## src/rtl/mc_ctrl_pkg.sv

```systemverilog
// Shared constants for the multi-cycle MIPS controller: opcodes, functs,
// state encoding, instruction classes and datapath control codes.
package mc_ctrl_pkg;

  localparam logic [5:0] OP_RTYPE = 6'b000000;
  localparam logic [5:0] OP_J     = 6'b000010;
  localparam logic [5:0] OP_JAL   = 6'b000011;
  localparam logic [5:0] OP_BEQ   = 6'b000100;
  localparam logic [5:0] OP_BNE   = 6'b000101;
  localparam logic [5:0] OP_ANDI  = 6'b001100;
  localparam logic [5:0] OP_ORI   = 6'b001101;
  localparam logic [5:0] OP_LUI   = 6'b001111;
  localparam logic [5:0] OP_LW    = 6'b100011;
  localparam logic [5:0] OP_SW    = 6'b101011;

  localparam logic [5:0] FN_JR    = 6'b001000;
  localparam logic [5:0] FN_ADDU  = 6'b100001;
  localparam logic [5:0] FN_SUBU  = 6'b100011;
  localparam logic [5:0] FN_AND   = 6'b100100;
  localparam logic [5:0] FN_OR    = 6'b100101;
  localparam logic [5:0] FN_SLT   = 6'b101010;

  typedef enum logic [3:0] {
    ST_FETCH   = 4'd0,
    ST_DECODE  = 4'd1,
    ST_MEM_ADR = 4'd2,
    ST_MEM_RD  = 4'd3,
    ST_MEM_WB  = 4'd4,
    ST_MEM_WR  = 4'd5,
    ST_EXE_R   = 4'd6,
    ST_EXE_I   = 4'd7,
    ST_ALU_WB  = 4'd8,
    ST_BRANCH  = 4'd9,
    ST_JUMP    = 4'd10,
    ST_JAL     = 4'd11,
    ST_JR      = 4'd12,
    ST_TRAP    = 4'd13
  } state_t;

  typedef enum logic [3:0] {
    IC_ALU_R = 4'd0,
    IC_JR    = 4'd1,
    IC_ALU_I = 4'd2,
    IC_LW    = 4'd3,
    IC_SW    = 4'd4,
    IC_BEQ   = 4'd5,
    IC_BNE   = 4'd6,
    IC_J     = 4'd7,
    IC_JAL   = 4'd8,
    IC_ILL   = 4'd9
  } iclass_t;

  localparam logic [3:0] ALU_ADD  = 4'b0101;
  localparam logic [3:0] ALU_SUB  = 4'b0110;
  localparam logic [3:0] ALU_AND  = 4'b0001;
  localparam logic [3:0] ALU_OR   = 4'b0010;
  localparam logic [3:0] ALU_XOR  = 4'b0100;
  localparam logic [3:0] ALU_SLT  = 4'b1010;
  localparam logic [3:0] ALU_ZERO = 4'b1001;

  localparam logic [1:0] NPC_PC4  = 2'b00;
  localparam logic [1:0] NPC_BR   = 2'b01;
  localparam logic [1:0] NPC_JMP  = 2'b10;
  localparam logic [1:0] NPC_REG  = 2'b11;

  localparam logic [1:0] EXT_ZERO = 2'b00;
  localparam logic [1:0] EXT_SIGN = 2'b01;
  localparam logic [1:0] EXT_UP   = 2'b10;

  localparam logic [1:0] DSEL_ALU = 2'b00;
  localparam logic [1:0] DSEL_DR  = 2'b01;
  localparam logic [1:0] DSEL_PC4 = 2'b10;

  localparam logic [1:0] RSEL_RT  = 2'b00;
  localparam logic [1:0] RSEL_RD  = 2'b01;
  localparam logic [1:0] RSEL_31  = 2'b10;

endpackage

```

## src/rtl/mc_ctrl_decode.sv

```systemverilog
// Combinational instruction decoder: op/funct to instruction class and
// the 4-bit ALU code used by EXE_R / EXE_I.
module mc_ctrl_decode
  import mc_ctrl_pkg::*;
(
  input  logic [5:0] op,
  input  logic [5:0] funct,
  output iclass_t    iclass,
  output logic [3:0] alu_code
);

  // Classify the instruction; unknown opcodes and R-type functs are illegal
  always_comb begin
    iclass   = IC_ILL;
    alu_code = ALU_ADD;
    case (op)
      OP_RTYPE: begin
        case (funct)
          FN_ADDU: begin iclass = IC_ALU_R; alu_code = ALU_ADD; end
          FN_SUBU: begin iclass = IC_ALU_R; alu_code = ALU_SUB; end
          FN_AND:  begin iclass = IC_ALU_R; alu_code = ALU_AND; end
          FN_OR:   begin iclass = IC_ALU_R; alu_code = ALU_OR;  end
          FN_SLT:  begin iclass = IC_ALU_R; alu_code = ALU_SLT; end
          FN_JR:   iclass = IC_JR;
          default: iclass = IC_ILL;
        endcase
      end
      OP_ORI:  begin iclass = IC_ALU_I; alu_code = ALU_OR;  end
      OP_ANDI: begin iclass = IC_ALU_I; alu_code = ALU_AND; end
      // lui: the datapath forces A to zero, so OR passes the shifted immediate
      OP_LUI:  begin iclass = IC_ALU_I; alu_code = ALU_OR;  end
      OP_LW:   iclass = IC_LW;
      OP_SW:   iclass = IC_SW;
      OP_BEQ:  iclass = IC_BEQ;
      OP_BNE:  iclass = IC_BNE;
      OP_J:    iclass = IC_J;
      OP_JAL:  iclass = IC_JAL;
      default: iclass = IC_ILL;
    endcase
  end

endmodule

```

## src/rtl/mc_ctrl_fsm.sv

```systemverilog
// Multi-cycle MIPS controller: Moore FSM driving datapath strobes, with
// optional memory wait states and illegal-instruction trapping.
module mc_ctrl_fsm
  import mc_ctrl_pkg::*;
#(
  parameter int ALUOP_W   = 4,
  parameter bit MEM_WAIT  = 1'b1,
  parameter bit TRAP_HALT = 1'b0
) (
  input  logic               clk,
  input  logic               rst_n,
  input  logic [5:0]         op,
  input  logic [5:0]         funct,
  input  logic               zero,
  input  logic               imem_ready,
  input  logic               dmem_ready,
  output logic               b_sel,
  output logic [1:0]         d_sel,
  output logic [1:0]         r_sel,
  output logic               rf_wr,
  output logic               dm_wr,
  output logic               dm_rd,
  output logic               im_rd,
  output logic               pc_wr,
  output logic               ir_wr,
  output logic [1:0]         npcop,
  output logic [1:0]         extop,
  output logic [ALUOP_W-1:0] aluop,
  output logic               illegal,
  output logic [3:0]         state_o
);

  state_t     state_q, state_d;
  iclass_t    iclass;
  logic [3:0] alu_code;
  logic [3:0] alu4;
  logic       imem_rdy, dmem_rdy;

  // Without wait states every access completes in its first cycle
  assign imem_rdy = MEM_WAIT ? imem_ready : 1'b1;
  assign dmem_rdy = MEM_WAIT ? dmem_ready : 1'b1;

  mc_ctrl_decode u_decode (
    .op       (op),
    .funct    (funct),
    .iclass   (iclass),
    .alu_code (alu_code)
  );

  // State register, asynchronously returned to FETCH
  always_ff @(posedge clk or negedge rst_n) begin
    if (!rst_n) state_q <= ST_FETCH;
    else        state_q <= state_d;
  end

  // Next-state selection
  always_comb begin
    state_d = ST_FETCH;
    case (state_q)
      ST_FETCH:   state_d = imem_rdy ? ST_DECODE : ST_FETCH;
      ST_DECODE: begin
        case (iclass)
          IC_ALU_R: state_d = ST_EXE_R;
          IC_JR:    state_d = ST_JR;
          IC_ALU_I: state_d = ST_EXE_I;
          IC_LW,
          IC_SW:    state_d = ST_MEM_ADR;
          IC_BEQ,
          IC_BNE:   state_d = ST_BRANCH;
          IC_J:     state_d = ST_JUMP;
          IC_JAL:   state_d = ST_JAL;
          default:  state_d = ST_TRAP;
        endcase
      end
      ST_MEM_ADR: state_d = (iclass == IC_SW) ? ST_MEM_WR : ST_MEM_RD;
      ST_MEM_RD:  state_d = dmem_rdy ? ST_MEM_WB : ST_MEM_RD;
      ST_MEM_WR:  state_d = dmem_rdy ? ST_FETCH : ST_MEM_WR;
      ST_EXE_R,
      ST_EXE_I:   state_d = ST_ALU_WB;
      ST_TRAP:    state_d = TRAP_HALT ? ST_TRAP : ST_FETCH;
      default:    state_d = ST_FETCH;
    endcase
  end

  // Moore output decode; enables are forced low while reset is asserted
  always_comb begin
    rf_wr   = 1'b0;
    dm_wr   = 1'b0;
    dm_rd   = 1'b0;
    im_rd   = 1'b0;
    pc_wr   = 1'b0;
    ir_wr   = 1'b0;
    npcop   = NPC_PC4;
    extop   = EXT_SIGN;
    alu4    = ALU_ADD;
    b_sel   = 1'b0;
    d_sel   = DSEL_ALU;
    r_sel   = RSEL_RT;
    illegal = 1'b0;
    case (state_q)
      ST_FETCH: begin
        im_rd = 1'b1;
        pc_wr = imem_rdy;
        ir_wr = imem_rdy;
      end
      ST_MEM_ADR: begin
        b_sel = 1'b1;
        extop = EXT_SIGN;
      end
      ST_MEM_RD: dm_rd = 1'b1;
      ST_MEM_WB: begin
        rf_wr = 1'b1;
        d_sel = DSEL_DR;
        r_sel = RSEL_RT;
      end
      ST_MEM_WR: dm_wr = 1'b1;
      ST_EXE_R:  alu4 = alu_code;
      ST_EXE_I: begin
        b_sel = 1'b1;
        alu4  = alu_code;
        extop = (op == OP_LUI) ? EXT_UP : EXT_ZERO;
      end
      ST_ALU_WB: begin
        rf_wr = 1'b1;
        d_sel = DSEL_ALU;
        r_sel = (iclass == IC_ALU_R) ? RSEL_RD : RSEL_RT;
      end
      ST_BRANCH: begin
        alu4  = ALU_SUB;
        npcop = NPC_BR;
        pc_wr = (iclass == IC_BNE) ? !zero : zero;
      end
      ST_JUMP: begin
        npcop = NPC_JMP;
        pc_wr = 1'b1;
      end
      ST_JAL: begin
        npcop = NPC_JMP;
        pc_wr = 1'b1;
        rf_wr = 1'b1;
        d_sel = DSEL_PC4;
        r_sel = RSEL_31;
      end
      ST_JR: begin
        npcop = NPC_REG;
        pc_wr = 1'b1;
      end
      ST_TRAP: illegal = 1'b1;
      default: ;
    endcase
    if (!rst_n) begin
      rf_wr = 1'b0;
      dm_wr = 1'b0;
      dm_rd = 1'b0;
      im_rd = 1'b0;
      pc_wr = 1'b0;
      ir_wr = 1'b0;
    end
  end

  assign aluop   = ALUOP_W'(alu4);
  assign state_o = state_q;

endmodule

```

## config.mk

```make
export PLATFORM = sky130hd
export DESIGN_NAME = mc_ctrl_fsm
export DESIGN_NICKNAME = d
export VERILOG_FILES = /design/src/rtl/mc_ctrl_pkg.sv /design/src/rtl/mc_ctrl_decode.sv /design/src/rtl/mc_ctrl_fsm.sv
export SDC_FILE = /design/constraint.sdc
export NUM_CORES = 1
export LEC_CHECK = 0
export BUFFER_PORTS_ARGS = -buffer_cell sky130_fd_sc_hd__buf_2
export CAP_MARGIN = 5
export CORE_ASPECT_RATIO = 0.7
export CORE_UTILIZATION = 44
export CTS_CLUSTER_DIAMETER = 30
export DETAILED_ROUTE_END_ITERATION = 12
export MAX_ROUTING_LAYER = met4
export PLACE_DENSITY = 0.78
export SLEW_MARGIN = 20
export SYNTH_ARGS = -nofsm -noshare
export SYNTH_HDL_FRONTEND = slang
export SYNTH_SLANG_ARGS = --single-unit
export TNS_END_PERCENT = 100
```

## constraint.sdc

```tcl
create_clock -name clk -period 1.8 [get_ports clk]
set_clock_uncertainty 0.05 [all_clocks]
set_input_delay 0.18 -clock clk [delete_from_list [all_inputs] [get_ports clk]]
set_output_delay 0.18 -clock clk [all_outputs]
set_load 0.01 [all_outputs]
```

==> impl_metrics.sql <==
INSERT INTO impl_metrics (metric_group, metric, value, unit) VALUES
('run_status', 'result_of_the_run', 'complete, but fails checks', ''),
('run_status', 'failing_checks', 'negative setup slack', ''),
('yosys', 'top_ff_cell_synth', 'dfrtp_1', ''),
('timing', 'hold_viol_final', '0', ''),
('power_and_ir_drop', 'power.density', '740', 'nW/µm²'),
('timing', 'relSlewSlack', '73.8', '%'),
('yosys', 'yosysSeqAreaShare', '9.94', '%'),
('setup_path', 'worst_r2r_path_depth', '5', ''),
('cts', 'deepest_clock_path_buffer_count', '2', ''),
('yosys', 'ys_seq_elements', '4', ''),
('setup_path', 'worst-path-max-fanout', '3', ''),
('setup_path', 'worst_setup_path_end_kind', 'primary output', ''),
('cells_and_area', 'syn2layout_area_growth', '57.8', '%'),
('setup_path', 'cp_data_required_time', '1570', 'ps'),
('cts', 'cts_tree', 'built', ''),
('setup_path', 'critical_path_cell_count', '9', ''),
('detailed_routing', 'detail_route.iter0.violations', '137', ''),
('setup_path', 'critPathSlowestCell', 'or3_4', ''),
('setup_path', 'cp-endpoint', 'pc_wr', ''),
('cts', 'clockRootBuffer', 'clkbuf_4', ''),
('cells_and_area', 'number_of_flip_flops_under_the_largest_register_name', '4', ''),
('floorplan', 'die_width', '59.2', 'µm'),
('yosys', 'synth_enable_flop_cells', '0', ''),
('global_route', 'first_global_vias', '1301', ''),
('detailed_routing', 'tritonroute_pass_1_iters', '4', ''),
('flow_run', 'max-cap-violations', '0', ''),
('setup_path', 'regToRegSetupSlack', '430', 'ps'),
('cells_and_area', 'nets', '232', ''),
('detailed_routing', 'drc_errors', '0', ''),
('setup_path', 'worst_setup_path_class', 'in2out', ''),
('setup_path', 'worst_ep_arrival', '2100', 'ps'),
('power_and_ir_drop', 'ir_drop', '0.798', 'mV'),
('setup_path', 'crit_path_max_incr_delay', '380', 'ps'),
('cells_and_area', 'final_layout_size_suffix_gt1_share', '51.2', '%'),
('yosys', 'ys_async_sr_fraction', '100', '%'),
('setup_path', 'crit_path_start', 'op[0]', ''),
('timing', 'transition_at_the_pin_with_the_smallest_max_transition_slack', '391', 'ps'),
('global_route', 'grt_first_pass_wirelength', '6.30', 'mm'),
('cells_and_area', 'number_of_fill_cells', '142', ''),
('worst_hold_path', 'timing.hold.worst.class', 'in2async', ''),
('timing', 'layout_min_cycle_time', '2330', 'ps'),
('detailed_routing', 'totalWireLength', '3.97', 'mm'),
('timing', 'fin_crit_sh', '130', '%'),
('timing', 'postLayoutSetupSlackWorst', '-532', 'ps'),
('floorplan', 'io_pins', '41', ''),
('timing', 'max_freq', '429', 'MHz'),
('detailed_routing', 'route.detailed.wl_per_inst', '16.5', 'µm'),
('setup_path', 'startpoint_type', 'primary input', ''),
('floorplan', 'core_area', '2150', 'µm²'),
('cts', 'cts_made_buffers', '3', ''),
('timing', 'setup_viol', '6', ''),
('setup_path', 'r2r_start', 'state_o[0]$_DFF_PN0_', ''),
('place', 'detailedPlacementHpwl', '2.59', 'mm'),
('global_route', 'grt_antenna_before_repair', '0', ''),
('cts', 'htree_levels', '1', ''),
('yosys', 'syn_avg_cell_area', '7.25', 'µm²'),
('floorplan', 'fp-row-count', '14', ''),
('floorplan', 'initial_core_utilization', '46.7', '%'),
('cts', 'clkSinkCount', '4', ''),
('global_route', 'grt.total_usage', '34.8', '%'),
('setup_path', 'regToRegEndpoint', 'state_o[0]$_DFF_PN0_', ''),
('detailed_routing', 'drt-vias-per-instance', '5.95', ''),
('setup_path', 'worstPathCellList', 'buf_6 -> or3_4 -> a211o_1 -> a221oi_4 -> ha_2 -> nor3b_2 -> o21ai_1 -> a21boi_2 -> buf_2', ''),
('cts', 'clk-insertion-delay-late', '250', 'ps'),
('cells_and_area', 'seq_area', '104', 'µm²'),
('cells_and_area', 'antenna_cells_inserted', '0', ''),
('yosys', 'syn_nets', '160', ''),
('cts', 'path_clk_slew', '50', 'ps'),
('setup_path', 'timing.critical_path.max_delay_family', 'compound AO/OA/AOI/OAI gates', ''),
('timing', 'drv_slew', '0', ''),
('floorplan', 'overall_die_area', '2490', 'µm²');
[cell usage after synthesis (2+ instances only)]
| cell type | count | area, µm² |
|---|---|---|
| nand3_1 | 2 | 10.0 |
| o21ai_1 | 5 | 25.0 |
| a32oi_1 | 2 | 17.5 |
| buf_4 | 2 | 15.0 |
| o21ai_0 | 2 | 10.0 |
| nand2_1 | 15 | 56.3 |
| and3_1 | 6 | 37.5 |
| and2_1 | 7 | 43.8 |
| dfrtp_1 | 4 | 100 |
| buf_2 | 3 | 15.0 |
| nand4_1 | 2 | 12.5 |
| and3b_1 | 3 | 26.3 |
| inv_2 | 2 | 7.51 |
| nor3b_1 | 4 | 30.0 |
| xor2_1 | 2 | 17.5 |
| nor2b_1 | 7 | 43.8 |
| o21a_1 | 2 | 15.0 |
| clkbuf_1 | 2 | 7.51 |
| a21boi_1 | 2 | 15.0 |
| a21oi_1 | 3 | 15.0 |
| ha_1 | 4 | 50.1 |
| mux2i_1 | 2 | 20.0 |
| a31oi_1 | 2 | 12.5 |
| nor3_1 | 6 | 30.0 |
| buf_6 | 2 | 22.5 |
| nor4b_1 | 2 | 17.5 |
| xnor2_1 | 2 | 17.5 |
| inv_1 | 4 | 15.0 |
| nand2b_1 | 2 | 12.5 |
| nor2_1 | 9 | 33.8 |
[metal layers]
layer	wire [µm]	track usage (%)	vias to the layer above
met5	0	-	-
met1	1550	44.8	667
met4	118	11.9	0
met2	1850	50.3	92
li1	-	-	656
met3	442	12.0	19
[stage by stage]
step | instance area, µm² | std cells | util (%) | hold slack, ps | TNS, ps
finish | 1590 | 241 | 73.8 | 254 | -2110
global route | 1590 | 241 | 73.8 | 264 | -2380
CTS | 1550 | 239 | 72.0 | 237 | -1550
detailed placement | 1430 | 232 | 66.4 | -31.8 | -2610
global placement | 1430 | 232 | 66.4 | -34.6 | -2010
floorplan | 1030 | 139 | - | -166 | -702
[kinds of logic after synthesis]
kind of cell	share of synthesized area (%)
and+or+nand+nor	42.4
AOI/OAI and AO/OA	29.1
buffers and inverters	8.20
xor gates and xnor gates	3.48
adders and majority gates	4.97
DFF	9.94
muxes	1.99
[layout by cell type, fill, tap and decap left out, types with 3 or more instances in the layout]
master	n
nor2_1	8
buf_2	39
nor3_1	4
nor2b_1	5
nor3b_1	3
dfrtp_2	3
clkbuf_4	3
buf_4	34
nand2_1	14
and2_1	7
a21oi_1	3
inv_1	4
and3_1	6
o21ai_1	5
and3b_1	3
[report_power, final]
group | total [W] | internal [W] | switching, W
registers | 0.000205 | 0.000128 | 0.0000770
clock network | 0.000123 | 0.0000753 | 0.0000480
logic | 0.000848 | 0.000382 | 0.000466
[layout make-up]
class / instances / area share, %
Multi-Input combinational cell: 120 / 57.6
Timing Repair Buffer: 76 / 30.4
Sequential cell: 4 / 6.54
Tap cell: 32 / 2.52
Inverter: 6 / 1.57
Clock buffer: 3 / 1.42
[worst register-to-register path, delay by kind of cell, from the launching register on]
kind / cells / cell delay, ps
AOI/OAI and AO/OA: 2 / 300
buffers and inverters: 1 / 170
DFF: 1 / 480
and+or+nand+nor: 2 / 300
[worst min-delay path by stage]
stage                from                    to  slack [ps]
global route        rst_n  state_o[0]$_DFF_PN0_         260
finish              rst_n  state_o[0]$_DFF_PN0_         250
detailed placement  rst_n  state_o[0]$_DFF_PN0_         -30
floorplan           rst_n  state_o[0]$_DFF_PN0_        -170
global placement    rst_n  state_o[0]$_DFF_PN0_         -30
CTS                 rst_n  state_o[0]$_DFF_PN0_         240
[what timing repair did]
action,4_1_cts,5_1_grt
pin swaps,5,4
gates resized for setup,11,8
hold buffers,1,0
cloned,0,0
hold endpoints to repair,4,0
setup endpoints to repair,9,12
buffers inserted,4,2
Power figures use the tool's default switching activity.
